$ cat config.mk
export PLATFORM = sky130hd
export DESIGN_NAME = host_burst_ctrl
export DESIGN_NICKNAME = d
export VERILOG_FILES = /design/src/rtl/host_bus_pkg.sv /design/src/rtl/host_word_serdes.sv /design/src/rtl/host_burst_ctrl.sv
export SDC_FILE = /design/constraint.sdc
export NUM_CORES = 1
export LEC_CHECK = 0
export BUFFER_PORTS_ARGS = -buffer_cell sky130_fd_sc_hd__buf_4
export CORE_MARGIN = 2
export CORE_UTILIZATION = 56
export CTS_CLUSTER_DIAMETER = 150
export CTS_CLUSTER_SIZE = 24
export DETAILED_ROUTE_END_ITERATION = 10
export GPL_TIMING_DRIVEN = 0
export HOLD_SLACK_MARGIN = 0.15
export PLACE_DENSITY_LB_ADDON = 0.3
export SLEW_MARGIN = 30
export SYNTH_ARGS = -nofsm -noshare
export SYNTH_HDL_FRONTEND = slang
export SYNTH_SLANG_ARGS = --single-unit
$ cat constraint.sdc
create_clock -name clk -period 2.9 [get_ports clk]
set_input_delay 0.435 -clock clk [delete_from_list [all_inputs] [get_ports clk]]
set_output_delay 0.435 -clock clk [all_outputs]
set_load 0.01 [all_outputs]
$ cat src/rtl/host_bus_pkg.sv
// host_bus_pkg: command codes, status byte, FSM state encoding and command decode helpers for the debug-host bus master
package host_bus_pkg;
  localparam logic [7:0] CMD_READ    = 8'h01;
  localparam logic [7:0] CMD_WRITE   = 8'h02;
  localparam logic [7:0] CMD_BREAD   = 8'h03;
  localparam logic [7:0] CMD_BWRITE  = 8'h04;
  localparam logic [7:0] CMD_RST_ON  = 8'hFE;
  localparam logic [7:0] CMD_RST_OFF = 8'hFF;
  localparam logic [7:0] STAT_TMO    = 8'hEE;
  typedef enum logic [3:0] {IDLE, ADDR, LEN, WDATA, WREQ, RREQ, RWAIT, RSEND, ACK} state_t;
  function automatic logic is_bus_cmd(input logic [7:0] b);
    return (b == CMD_READ) || (b == CMD_WRITE) || (b == CMD_BREAD) || (b == CMD_BWRITE);
  endfunction
  function automatic logic is_rst_cmd(input logic [7:0] b);
    return (b == CMD_RST_ON) || (b == CMD_RST_OFF);
  endfunction
endpackage

$ cat src/rtl/host_word_serdes.sv
// host_word_serdes: LSB-first byte-to-word assembler (in_fire/in_data -> word, in_last on final byte) and word-to-byte serialiser (load/load_word -> out_valid/out_data/out_ready, out_last on final handshake), width DW
module host_word_serdes #(
  parameter int DW = 16
) (
  input  logic          clk,
  input  logic          rst,
  input  logic          in_fire,
  input  logic [7:0]    in_data,
  output logic          in_last,
  output logic [DW-1:0] word,
  input  logic          load,
  input  logic [DW-1:0] load_word,
  output logic          out_valid,
  output logic [7:0]    out_data,
  input  logic          out_ready,
  output logic          out_last
);
  localparam int DB = DW / 8;
  localparam int CW = DB > 1 ? $clog2(DB) : 1;
  localparam logic [CW-1:0] CLAST = CW'(DB - 1);
  logic [CW-1:0] icnt, ocnt;
  logic [DW-1:0] sreg;
  logic out_fire;
  assign in_last  = in_fire & (icnt == CLAST);
  assign out_fire = out_valid & out_ready;
  assign out_last = out_fire & (ocnt == CLAST);
  assign out_data = sreg[7:0];
  always_ff @(posedge clk or posedge rst)
    if (rst) begin
      icnt <= '0;
      word <= '0;
    end else if (in_fire) begin
      icnt <= in_last ? '0 : icnt + CW'(1);
      word <= (word >> 8) | (DW'(in_data) << (DW - 8));
    end
  always_ff @(posedge clk or posedge rst)
    if (rst) begin
      ocnt      <= '0;
      sreg      <= '0;
      out_valid <= 1'b0;
    end else if (load) begin
      ocnt      <= '0;
      sreg      <= load_word;
      out_valid <= 1'b1;
    end else if (out_fire) begin
      ocnt      <= out_last ? '0 : ocnt + CW'(1);
      sreg      <= sreg >> 8;
      out_valid <= ~out_last;
    end
endmodule

$ cat src/rtl/host_burst_ctrl.sv
// host_burst_ctrl: byte-stream command engine issuing single/burst word reads and writes on the valid/ready/rrvalid bus (ports: rx_* command bytes in, tx_* response bytes out, rst_n_out downstream reset, address/wvalid/wdata/wready/rvalid/rready/rrvalid/rdata bus); define BUS_TIMEOUT_EN for a TMO_CYC-cycle bus watchdog
module host_burst_ctrl
  import host_bus_pkg::*;
#(
  parameter int AW      = 16,
  parameter int DW      = 16,
  parameter int LENW    = 8,
  parameter int TMO_CYC = 1024
) (
  input  logic          clk,
  input  logic          rst,
  input  logic          rx_valid,
  input  logic [7:0]    rx_data,
  output logic          rx_ready,
  output logic          tx_valid,
  output logic [7:0]    tx_data,
  input  logic          tx_ready,
  output logic          rst_n_out,
  output logic [AW-1:0] address,
  output logic          wvalid,
  output logic [DW-1:0] wdata,
  input  logic          wready,
  output logic          rvalid,
  input  logic          rready,
  input  logic          rrvalid,
  input  logic [DW-1:0] rdata
);
  localparam int AB = AW / 8;
  localparam int LB = LENW / 8;
  localparam int FB = AB > LB ? AB : LB;
  localparam int BW = FB > 1 ? $clog2(FB) : 1;
  localparam logic [BW-1:0] ALAST = BW'(AB - 1);
  localparam logic [BW-1:0] LLAST = BW'(LB - 1);
  state_t state, nstate;
  logic [7:0] cmd, ser_data;
  logic [LENW-1:0] len;
  logic [BW-1:0] bcnt;
  logic acc, wr, burst, last_beat, wd_fire, in_last, ser_valid, ser_last, ser_load, beat_adv, tmo, drop;
  assign acc       = rx_valid & rx_ready;
  assign wr        = (cmd == CMD_WRITE) | (cmd == CMD_BWRITE);
  assign burst     = (cmd == CMD_BREAD) | (cmd == CMD_BWRITE);
  assign last_beat = len == '0;
  assign wd_fire   = acc & (state == WDATA);
  // rrvalid is taken in RWAIT, or already in RREQ when it coincides with the rready handshake
  assign ser_load  = rrvalid & ((state == RWAIT) | ((state == RREQ) & rready));
  // a beat finishes on the write handshake, a watchdog abort, a discarded word, or the last read byte
  assign beat_adv  = ((state == WREQ) & (wready | tmo)) | (wd_fire & in_last & drop) | ((state == RSEND) & ser_last);
  host_word_serdes #(.DW(DW)) u_serdes (
    .clk       (clk),
    .rst       (rst),
    .in_fire   (wd_fire),
    .in_data   (rx_data),
    .in_last   (in_last),
    .word      (wdata),
    .load      (ser_load),
    .load_word (rdata),
    .out_valid (ser_valid),
    .out_data  (ser_data),
    .out_ready (tx_ready),
    .out_last  (ser_last)
  );
  always_ff @(posedge clk or posedge rst)
    if (rst) state <= IDLE;
    else state <= nstate;
  always_comb begin
    nstate = state;
    case (state)
      IDLE:    if (acc) nstate = is_bus_cmd(rx_data) ? ADDR : is_rst_cmd(rx_data) ? ACK : IDLE;
      ADDR:    if (acc && bcnt == ALAST) nstate = burst ? LEN : wr ? WDATA : RREQ;
      LEN:     if (acc && bcnt == LLAST) nstate = wr ? WDATA : RREQ;
      WDATA:   if (wd_fire && in_last) nstate = !drop ? WREQ : last_beat ? ACK : WDATA;
      WREQ:    if (wready || tmo) nstate = last_beat ? ACK : WDATA;
      RREQ:    if (rready) nstate = rrvalid ? RSEND : RWAIT;
               else if (tmo) nstate = ACK;
      RWAIT:   if (rrvalid) nstate = RSEND;
               else if (tmo) nstate = ACK;
      RSEND:   if (ser_last) nstate = last_beat ? IDLE : RREQ;
      ACK:     if (tx_ready) nstate = IDLE;
      default: nstate = IDLE;
    endcase
  end
  always_comb begin
    rx_ready = (state == IDLE) | (state == ADDR) | (state == LEN) | (state == WDATA);
    wvalid   = state == WREQ;
    rvalid   = state == RREQ;
    tx_valid = (state == ACK) | ser_valid;
    tx_data  = state == ACK ? (drop ? STAT_TMO : cmd) : ser_data;
  end
  always_ff @(posedge clk or posedge rst)
    if (rst) begin
      cmd       <= '0;
      address   <= '0;
      len       <= '0;
      bcnt      <= '0;
      rst_n_out <= 1'b1;
    end else begin
      if (acc && state == IDLE) begin
        cmd <= rx_data;
        len <= '0;
      end
      if (acc && state == IDLE && is_rst_cmd(rx_data)) rst_n_out <= rx_data == CMD_RST_OFF;
      if (acc && (state == ADDR || state == LEN)) bcnt <= bcnt == (state == ADDR ? ALAST : LLAST) ? '0 : bcnt + BW'(1);
      if (acc && state == ADDR) address <= (address >> 8) | (AW'(rx_data) << (AW - 8));
      if (acc && state == LEN) len <= (len >> 8) | (LENW'(rx_data) << (LENW - 8));
      if (beat_adv && !last_beat) begin
        address <= address + AW'(1);
        len     <= len - LENW'(1);
      end
    end
`ifdef BUS_TIMEOUT_EN
  localparam int TW = $clog2(TMO_CYC + 1);
  localparam logic [TW-1:0] TLAST = TW'(TMO_CYC - 1);
  logic [TW-1:0] tcnt;
  // tcnt restarts on every state change, so it measures time spent in the current bus-wait state
  assign tmo = ((state == WREQ) | (state == RREQ) | (state == RWAIT)) & (tcnt == TLAST);
  always_ff @(posedge clk or posedge rst)
    if (rst) begin
      tcnt <= '0;
      drop <= 1'b0;
    end else begin
      tcnt <= nstate != state ? '0 : tcnt + TW'(1);
      drop <= tmo | (drop & ~(acc & (state == IDLE)));
    end
`else
  assign tmo  = 1'b0;
  assign drop = 1'b0;
`endif
endmodule

==> metrics.txt <==
final worst slack=0.2188 ns; worst min path class=in2reg; Finished Layout Cells=slightly below 600; Setup Fix Bufs, Post-CTS=0; sw frac=around two fifths; RSZ-0062 raised after global routing=no; Setup Skew=roughly 0.0089 ns; die height=between 80 and 90 µm; Root Buffer=clkbuf_8; drt pass-1 iters=5; largest net degree at the start of global routing=44; Total Power=5410 µW; Synth Net Count=~430; met2 usage=about 44%; Peak VDD IR=0.0005085 V; Critical Setup Path Class=reg2out; hold path cells=3; met3 usage=around 5.7%; WP data required=about 2.5 ns; reg2reg start=len[0]$_DFFE_PP0P_; Mean Syn Cell Area=roughly 10 µm²; Seq/Total Area, Yosys=about 45%; Initial Util=about 59%; #FFs+latches synth=73; status=finished, final reports clean; Placed Instance Area=0.004745 mm²; total CTS buffers=9; R2R cell count=9; startpoint types=flip-flop; gpl congestion=about 0.94; P per Cell Area=between 1000 and 1500 mW/mm²; total die area=0.007908 mm²; WP data arrival=approximately 2.3 ns; initial antenna violation count=0; Least-Margin Pin Slew=between 0.6 and 0.7 ns; H-tree levels=3; Total GRT Usage=between 20% and 30%; Finished Cell Area=0.004972 mm²; CP Max Fanout=10; Final Hold Violating Endpoints=0; Hold EP=u_serdes.sreg[13]$_DFFE_PP0P_; # IOs=76; Syn Inst Count=395; Final nets=slightly above 500; CTS sink count=73; # placed instances=between 500 and 600; Sw Pwr=2213 µW; Combinational Power Share=48.1%; Detail Route Antenna Nets=0; layout cells sized above 1=between 30% and 40%; Placement Setup Slack=~0.65 ns; EDFF count, synth=0; GRT busiest layer=met2; final setup fails=0; DRT iter0 DRCs=391; Area Growth Syn to Fin=23.11%; Slew Viols, Final=0; reg-to-reg critical path endpoint=address[14]$_DFFE_PP0P_; later-pin clock latency in the skew report=0.35 ns; vias=about 3600; worst hold slack=0.2847 ns; maxcap violations=0; Worst-path clk slew=0.08 ns; Final HPWL DP=roughly 7300 µm; drt total wl=about 10000 µm; Cell Int Power=3197 µW; GR Util met1=between 30% and 40%; reg2reg setup slack=around 0.73 ns; ANT cells=0; Post-route DRC=0; Clock power frac=between 10% and 20%; critical path capture point type=output pin; HP Start=rdata[13]; DR vias/cell=between 6 and 7; Cell variety after synth=79; vias in the first global route=3414; most used flip-flop cell after synthesis=dfrtp_1; CTS tree=done; Die W=88.93 µm; num rows=30; average wire per standard cell=17.86 µm; YS warnings=0; minimum clock period after layout=between 2 and 3 ns; total grt overflow=0; sequential share of power=a little over a third; synthesized cell area=0.004039 mm²; Max Fclk=~370 MHz; Port Buf Inserts=75; Slew headroom=a little under three fifths; Pleak=between 0.002 and 0.0025 µW; Core Box Area=0.006869 mm²; Final period util=slightly above 90%; Async S/R FF share, synth=100.0%; global-route wire length before repair=roughly 17000 µm; CTS max path bufs=2
[worst max path at each step]
stage,slack [ns],start,to,cells past startpoint
finish,0.22,state[0]$_DFFE_PP0P_,tx_data[7],5
global route,0.16,state[0]$_DFFE_PP0P_,tx_data[7],5
CTS,0.22,state[0]$_DFFE_PP0P_,tx_data[6],5
detailed placement,0.65,state[0]$_DFFE_PP0P_,tx_data[5],5
global placement,-0.25,rst,len[4]$_DFFE_PP0P_,2
floorplan,0.61,rst,address[0]$_DFFE_PP0P_,1
[worst max-delay path: stages, from the launching register on]
cell and delay [ns]:
dfrtp_1 0.44, buf_4 0.20, or2_4 0.29, nor2_2 0.40, mux2_2 0.41, buf_4 0.15
[power by group through the flow]
stage	Clock, µW	Combinational, µW	Sequential [µW]
floorplan	0	1630	1900
global placement	0	2500	1880
detailed placement	0	2560	1910
CTS	904	2590	1900
global route	957	2820	1960
finish	900	2600	1910
[repair_timing]
action / CTS / global route
hold buffers: 1 / 0
endpoints found under the hold margin: 30 / 0
gates resized for setup: 0 / 0
[kinds of logic (layout without fill, tap and decap cells)]
group	count (synthesis)	after routing	share of synthesized area, %
simple gates	144	144	19.52
compound gates	104	104	18.40
flops	73	73	45.26
mux	42	42	11.46
buf+inv	26	119	3.779
fa+ha+maj	3	3	0.9295
xor+xnor	3	3	0.6507
[flip-flops by register name (all words and copies together), names as in the netlist]
| name | count |
|---|---|
| address | 16 |
| bcnt | 1 |
| cmd | 8 |
| len | 8 |
| rst_n_out | 1 |
| state | 4 |
| u_serdes.icnt | 1 |
| u_serdes.ocnt | 1 |
| u_serdes.out_valid | 1 |
| u_serdes.sreg | 16 |
| u_serdes.word | 16 |
[cells in the mapped netlist, types with 3 or more instances]
cell / number / share of area, %
mux2_2: 27 / 7.5
mux2i_1: 8 / 2.0
mux2_1: 7 / 2.0
a22oi_1: 3 / 0.56
ha_1: 3 / 0.93
o21a_1: 3 / 0.56
o21ai_1: 6 / 0.74
o32ai_1: 4 / 0.87
nand2_1: 49 / 4.6
and3_1: 3 / 0.46
xor2_1: 3 / 0.65
nand2b_1: 3 / 0.46
buf_6: 4 / 1.1
nand4_1: 7 / 1.1
buf_2: 4 / 0.50
o21ai_0: 25 / 3.1
o22ai_1: 3 / 0.46
a21oi_1: 13 / 1.6
nor2b_1: 3 / 0.46
nor2_1: 25 / 2.3
inv_1: 9 / 0.84
a31oi_1: 3 / 0.46
nor3_1: 10 / 1.2
clkbuf_1: 5 / 0.46
a221o_1: 6 / 1.5
o311ai_0: 3 / 0.65
dfrtp_1: 72 / 45
nand3_1: 11 / 1.4
o211ai_1: 7 / 1.3
nor2_2: 3 / 0.46
[layout by cell type (no fill, tap or decap), types with 8 or more instances in the layout]
cell / count
mux2_2: 27
nor2_1: 25
nor3_1: 10
nand2_1: 49
nand3_1: 11
mux2i_1: 8
o21ai_0: 25
clkbuf_8: 9
inv_1: 8
dfrtp_1: 72
a21oi_1: 13
buf_4: 77
[layer usage]
| layer | part of all wire (%) | up-vias |
|---|---|---|
| li1 | - | 1647 |
| met1 | 43 | 1739 |
| met2 | 49 | 162 |
| met3 | 6.3 | 24 |
| met4 | 2.0 | 0 |
| met5 | 0 | - |
[stage by stage]
step	util (%)	setup TNS, ns
5_1_grt	72.39	0
6_report	72.39	0
3_3_place_gp	68.74	-17.60
4_1_cts	72.39	0
3_5_place_dp	69.07	0
2_1_floorplan	-	0
[area by class of cell]
class                   count  area, µm²
inverters                   9      36.28
repair buffers             77      593.1
flip-flops and latches     73       1828
clock buffers              10      127.6
well taps                  96      120.1
fillers                   509       1897
multi-input cells         296       2058
plain buffers              17      118.9
clock inverters             6      90.09
Note: power is estimated with default switching activity, not from simulation.
